File: src/rtl/plataform_scroller.sv
// Vertical scroller for N_PLAT platforms that move together on one tick divider.
// Each platform wraps around the visible screen height and pulses its wrap bit.
// plat_start is registered; plat_end is derived combinationally from it.
module plataform_scroller #(
    parameter int unsigned N_PLAT   = 3,
    parameter int unsigned HEIGHT   = 30,
    parameter int unsigned SPACING  = 160,
    parameter int unsigned SCREEN_H = 480,
    parameter int unsigned TICK_DIV = 840000,
    parameter int unsigned CNT_W    = 20
) (
    input  logic                   clk,
    input  logic                   rst,
    input  logic                   enable,
    input  logic [1:0]             speed,
    input  logic                   dir,
    output logic [N_PLAT*10-1:0]   plat_start,
    output logic [N_PLAT*10-1:0]   plat_end,
    output logic                   tick,
    output logic [N_PLAT-1:0]      wrapped
);

    localparam logic [10:0]      ScreenH  = 11'(SCREEN_H);
    localparam logic [9:0]       Height   = 10'(HEIGHT);
    localparam logic [CNT_W-1:0] TickTerm = CNT_W'(TICK_DIV);

    logic [CNT_W-1:0]          cnt_q, cnt_d;
    logic [N_PLAT-1:0][9:0]    start_q, start_d;
    logic                      tick_q, tick_d;
    logic [N_PLAT-1:0]         wrapped_q, wrapped_d;
    logic                      update;
    // 11-bit intermediates so start+s cannot overflow before the compare
    logic [N_PLAT-1:0][10:0]   down_sum;
    logic [N_PLAT-1:0][10:0]   up_sum;
    logic [N_PLAT-1:0][9:0]    end_w;

    assign update = enable && (cnt_q == TickTerm);

    // Tick divider: counts enabled edges and rolls over at the terminal count.
    always_comb begin
        cnt_d = cnt_q;
        if (enable) begin
            if (cnt_q == TickTerm) begin
                cnt_d = '0;
            end else begin
                cnt_d = cnt_q + 1'b1;
            end
        end
    end

    // Next positions and wrap flags; speed and dir only matter on the update edge.
    always_comb begin
        start_d   = start_q;
        tick_d    = 1'b0;
        wrapped_d = '0;
        for (int i = 0; i < N_PLAT; i++) begin
            down_sum[i] = 11'(start_q[i]) + 11'(speed);
            up_sum[i]   = 11'(start_q[i]) + ScreenH - 11'(speed);
        end
        if (update) begin
            tick_d = 1'b1;
            for (int i = 0; i < N_PLAT; i++) begin
                if (!dir) begin
                    if (down_sum[i] >= ScreenH) begin
                        start_d[i]   = 10'(down_sum[i] - ScreenH);
                        wrapped_d[i] = 1'b1;
                    end else begin
                        start_d[i]   = down_sum[i][9:0];
                    end
                end else begin
                    if (start_q[i] < 10'(speed)) begin
                        start_d[i]   = up_sum[i][9:0];
                        wrapped_d[i] = 1'b1;
                    end else begin
                        start_d[i]   = start_q[i] - 10'(speed);
                    end
                end
            end
        end
    end

    // State registers with synchronous reset to the staggered start rows.
    always_ff @(posedge clk) begin
        if (rst) begin
            cnt_q     <= '0;
            tick_q    <= 1'b0;
            wrapped_q <= '0;
            for (int i = 0; i < N_PLAT; i++) begin
                start_q[i] <= 10'(i * SPACING);
            end
        end else begin
            cnt_q     <= cnt_d;
            tick_q    <= tick_d;
            wrapped_q <= wrapped_d;
            start_q   <= start_d;
        end
    end

    // Bottom rows: plain 10-bit add, no wrap.
    always_comb begin
        for (int i = 0; i < N_PLAT; i++) begin
            end_w[i] = start_q[i] + Height;
        end
    end

    assign plat_start = start_q;
    assign plat_end   = end_w;
    assign tick       = tick_q;
    assign wrapped    = wrapped_q;

endmodule
File: config.mk
export PLATFORM = sky130hd
export DESIGN_NAME = plataform_scroller
export DESIGN_NICKNAME = d
export VERILOG_FILES = /design/src/rtl/plataform_scroller.sv
export SDC_FILE = /design/constraint.sdc
export NUM_CORES = 1
export LEC_CHECK = 0
export CORE_MARGIN = 1.5
export CORE_UTILIZATION = 35
export CTS_CLUSTER_SIZE = 30
export DETAILED_ROUTE_END_ITERATION = 8
export PLACE_DENSITY_LB_ADDON = 0.2
export SLEW_MARGIN = 30
export SYNTH_ARGS = -nofsm -noshare
export SYNTH_HDL_FRONTEND = slang
export SYNTH_SLANG_ARGS = --single-unit
File: constraint.sdc
create_clock -name clk -period 3.3 [get_ports clk]
set_input_delay 0.495 -clock clk [delete_from_list [all_inputs] [get_ports clk]]
set_output_delay 0.495 -clock clk [all_outputs]
set_load 0.1 [all_outputs]
After elaboration in Yosys (flattened, before gate mapping) --
Cells that the tools add are included.
Word-level totals: bits in registers 54, input port bits 6, output and inout port bits 64
Cells by class: add/subtract/negate cells 19, $lt $le $gt $ge 6, eq/ne operators 1, multiplexer cells 20, bitwise operators 1, reductions and logical operators 2
Operator list (number):
- $mux 10 | 9
- $sub 10x2->10 | 6
- $add 10x2->11 | 3
- $ge 11x9->1 const B | 3
- $add 10x5->10 const B | 3
- $add 10x9->10 const B | 3
- $lt 10x2->1 | 3
- $sub 10x9->10 const B | 3
- $add 20x1->20 const B | 1
- $eq 20x20->1 const B | 1
- $mux 20 | 1
- $mux 1 | 10
- $reduce_or 2->1 | 1
- $logic_and 1x1->1 | 1
- $not 1->1 | 1

Depth between registers and ports, before layout --
depth in word-level cells 4, depth in mapped cells 13, mapped depth without buffers 13

Worst setup path before layout --
Ideal clock, no wire load.
path kind register to output, start point register start_q (netlist bit plat_start[11]), end point output port plat_end[17], arrival time 4081 ps, slack -1276 ps, cell stages (with the launch flop) 6, buffers on the path 0, cells stage by stage dfxtp_1 -> inv_1 -> ha_1 -> nand2_1 -> nand3_1 -> xnor2_1
On the way: cells in the longest elaborated chain, start to end 1
Ends and longest elaborated chain:
- start, declared | RTL line 28 | logic [N_PLAT-1:0][9:0] start_q, start_d;
- start signal, assigned by index | RTL line 89 | start_q[i] <= 10'(i * SPACING);
- start signal, assigned | RTL line 95 | start_q <= start_d;
- $add 10x5->10 | RTL line 102 | end_w[i] = start_q[i] + Height;
- end, declared | RTL line 18 | output logic [N_PLAT*10-1:0] plat_end,
No other way between the ends.

Worst setup path in the final report --
start point input port speed[0], end point register start_q (netlist bit plat_start[26])
On the way: cells in the longest elaborated chain, start to end 4, elaborated cells between the ends (all ways) 9, those cells by class add/sub: 4; order compare: 2; mux: 3
Ends and longest elaborated chain:
- start, declared | RTL line 15 | input logic [1:0] speed,
- $add 10x2->11 | RTL line 57 | down_sum[i] = 11'(start_q[i]) + 11'(speed);
- $sub 10x9->10 or $ge 11x9->1 (tied branches) | RTL line 65, 64
- $mux 10 | RTL line 64 | if (down_sum[i] >= ScreenH) begin
- $mux 10 * | RTL line 63 | if (!dir) begin
Every way passes the cells marked *; elsewhere a longest branch is shown, timed or not. A chain may end at the register's enable or synchronous reset.

==> results.md <==
* Worst reg2reg path depth at 10
* P_int at 1.00 mW
* Die width at 131 µm
* Power share of the sequential group at 47.6%
* Max VDD drop at 0.000193 V
* Final Instance Area at 0.00735 mm²
* Routed wire length at 16600 µm
* Die Ht at 131 µm
* Detailed Route Iter0 Violations at 339
* Slowest CP cell: clkdlybuf4s50_1
* Rel. slew slack at 34.6%
* Status: complete, no violations
* Vias in the first global route at 5549
* Largest net degree at the start of global routing at 56
* CTS Buf Count at 5
* WHS Path Cells at 2
* DR WL met3 at 814 µm
* Min Hold Slack at 0.518 ns
* Row cnt at 46
* Post-Syn Nets at 815
* Buf/Inv on CP at 2
* #FFs+latches synth at 54
* Unrepaired setup endpoints after global routing: no
* Launch point of the worst reg-to-reg path: plat_start[20]
* # clock sinks at 54
* Register area share after synthesis at 18.7%
* CP Max Fanout at 4
* Layout cells sized above 1 at 22.6%
* Clk root buf: clkbuf_16
* Layout Nets at 910
* Worst setup margin at 0.218 ns
* Worst-path cell chain: clkdlybuf4s50_1 > ha_1 > inv_1 > fa_2 > and3b_4 > xor2_1 > ha_2 > a31oi_4 > nand2_2 > or4_1 > a31o_1
* Die area at 0.0173 mm²
* Reg2reg setup slack at 0.57 ns
* First-pass GRT wire length at 27900 µm
* Power Total at 1.38 mW
* Lkg Pwr at 2.94 nW
* Worst path max stage delay at 0.57 ns
* Crit path DAT at 3.28 ns
* Initial Util at 36.1%
* Core area at 0.0160 mm²
* DR vias/cell at 5.36
* Worst EP required at 3.50 ns
* CP startpoint kind: primary input
* Drt pass-1 iters at 5
* Post-CTS Hold Fix Bufs at 0
* PwrDens at 187 mW/mm²
* Kind of critical path: primary input to flip-flop
* I/O pins at 70
* Worst Max-Slew Pin Slew at 0.978 ns
* Clock power frac at 41.2%
* Hold path endpoint: plat_start[1]
* Hold Fails Final Rpt at 0
* HPWL after DPL at 12700 µm
* WL met1 at 7940 µm
* Initial antenna violation count at 0
* Cell Area, Synth at 0.00578 mm²
* EDFF count, synth at 0
* Total track usage at 19.5%
* Top layer in use: met4
* Drt wl/cell at 15.8 µm
* Async SR Flop Fraction at 0%
* Area post-placement at 0.00720 mm²
* Minimum clock period at 3.08 ns
* Commonest non-fill, non-tap cell in the layout: buf_4
* Sw Share at 27.1%
* Routability cong. at 0.843
* Clk_skew at 0.0102 ns
* Synthesized instance count at 741
* Syn Area/Cell at 7.80 µm²
* R2R Path End: plat_start[26]
* Hold Crit Start: plat_start[1]
* Crit path max-delay family: adder cells
* Clock transition at path regs at 0.08 ns
* Fmax at 0.324 GHz
* Prevailing post-synth register cell: dfxtp_1
* Final setup TNS at 0 ns
* Max Cap Viol at 0
* Area growth syn-to-layout at 27.2%
* GRT overflow at 0
* Worst-Skew Late Latency at 0.31 ns
* WL met2 at 7680 µm
* Critical path capture point type: flip-flop
* Fin crit share at 93.4%
* ANT nets after route at 0
* N_diodes at 0
* FILL cells at 1589
* H-tree levels at 2
* Via count of the routed design at 5640
* Commonest non-fill, non-tap cells in the layout: buf_4 (106), nor2_1 (68), nand2_1 (65)
* Dpl ws at -0.0685 ns
* Synth cell types at 90
* Slew Limit Fails at 0
* TritonCTS clock tree: built
* Comb pwr share at 11.2%
* Worst Hold Class: flip-flop to flip-flop
* Final setup vio count at 0
* Remaining DRCs at 0
* Syn. warnings at 0
* I/O Buffers at 69
* Sw power at 0.373 mW
* Clk buf depth at 2
## state kept, by name, indices dropped and copies added (netlist names)
register and flops:
cnt_q 20, plat_start 30, tick 1, wrapped 3
## power groups by stage
| stage | clock [mW] | combinational (mW) | sequential, mW |
|---|---|---|---|
| floorplan | 0 | 0.101 | 0.669 |
| global placement | 0 | 0.152 | 0.670 |
| detailed placement | 0 | 0.153 | 0.670 |
| CTS | 0.586 | 0.154 | 0.655 |
| global route | 0.609 | 0.173 | 0.655 |
| finish | 0.567 | 0.154 | 0.655 |
## Yosys cell counts, types with 4 or more instances
cell | number | area [µm²]
clkbuf_1 | 21 | 78.8
a31oi_1 | 10 | 62.6
inv_1 | 48 | 180
and3_1 | 10 | 62.6
o21bai_1 | 5 | 37.5
buf_4 | 5 | 37.5
a22oi_1 | 4 | 30.0
xor2_1 | 26 | 228
or3_1 | 4 | 25.0
nand2b_1 | 11 | 68.8
o211ai_1 | 7 | 52.6
buf_2 | 12 | 60.1
nand4b_1 | 4 | 35.0
o21ai_0 | 34 | 170
ha_1 | 59 | 738
a211oi_1 | 6 | 45.0
mux2i_1 | 7 | 70.1
nand2_1 | 66 | 248
o31ai_1 | 5 | 37.5
o22ai_1 | 5 | 31.3
nor4b_1 | 4 | 35.0
nor2b_1 | 7 | 43.8
nand3_1 | 31 | 155
dfxtp_1 | 54 | 1080
xnor2_1 | 52 | 455
fa_1 | 9 | 180
a21oi_1 | 48 | 240
a41oi_1 | 4 | 35.0
nand3b_1 | 7 | 52.6
nor3b_1 | 8 | 60.1
nor3_1 | 10 | 50.1
nor2_1 | 70 | 263
nand4_1 | 11 | 68.8
## stage by stage
stage | cells | util [%]
5_1_grt | 1053 | 45.9
2_1_floorplan | 741 | -
6_report | 1053 | 45.9
3_5_place_dp | 1045 | 45.0
3_3_place_gp | 1045 | 45.0
4_1_cts | 1053 | 45.9
## worst max-delay path by stage
stage | startpoint | to | slack (ns) | cells after the start
finish | speed[0] | plat_start[26] | 0.22 | 11
global route | speed[1] | plat_start[9] | 0.03 | 11
CTS | speed[0] | plat_start[26] | 0.24 | 11
detailed placement | speed[0] | plat_start[26] | -0.07 | 11
global placement | speed[0] | plat_start[26] | -0.02 | 11
floorplan | plat_start[3] | plat_end[6] | -0.06 | 5
## cell type report
cell class                      count  area (µm²)  share of cell area, %
Clock buffer                        5         125                   1.70
Clock inverter                      3        22.5                  0.306
Inverter                           49         195                   2.66
Multi-Input combinational cell    597        4560                   62.0
Sequential cell                    54        1100                   14.9
Tap cell                          216         270                   3.68
Timing Repair Buffer              129        1080                   14.7
## layer usage
metal  GRT usage (%)  vias to the layer above
met1            27.3                     2648
met3            2.74                       18
li1                -                     2791
met4            3.89                        0
met5               0                        -
met2            31.8                      183
## what timing repair did
action	CTS	global route
endpoints found under the hold margin	0	0
endpoints found under the setup margin	0	1
setup buffers	0	0
gates resized for setup	0	1
## tightest hold or removal path: cells and delay by family, from the launching register on
kind / cells / cell delay, ns
compound gates: 1 / 0.05
flops: 1 / 0.37
simple gates: 1 / 0.06
## cell families (layout without fill, tap and decap cells)
group | Yosys count | after routing | share of synthesized area, %
flops | 54 | 54 | 18.7
compound gates | 174 | 174 | 20.8
mux | 9 | 9 | 1.67
buf+inv | 90 | 186 | 6.69
fa+ha+maj | 68 | 68 | 15.9
simple gates | 267 | 267 | 24.1
xor+xnor | 79 | 79 | 12.1
No activity file was read; power rests on OpenSTA's default activity.
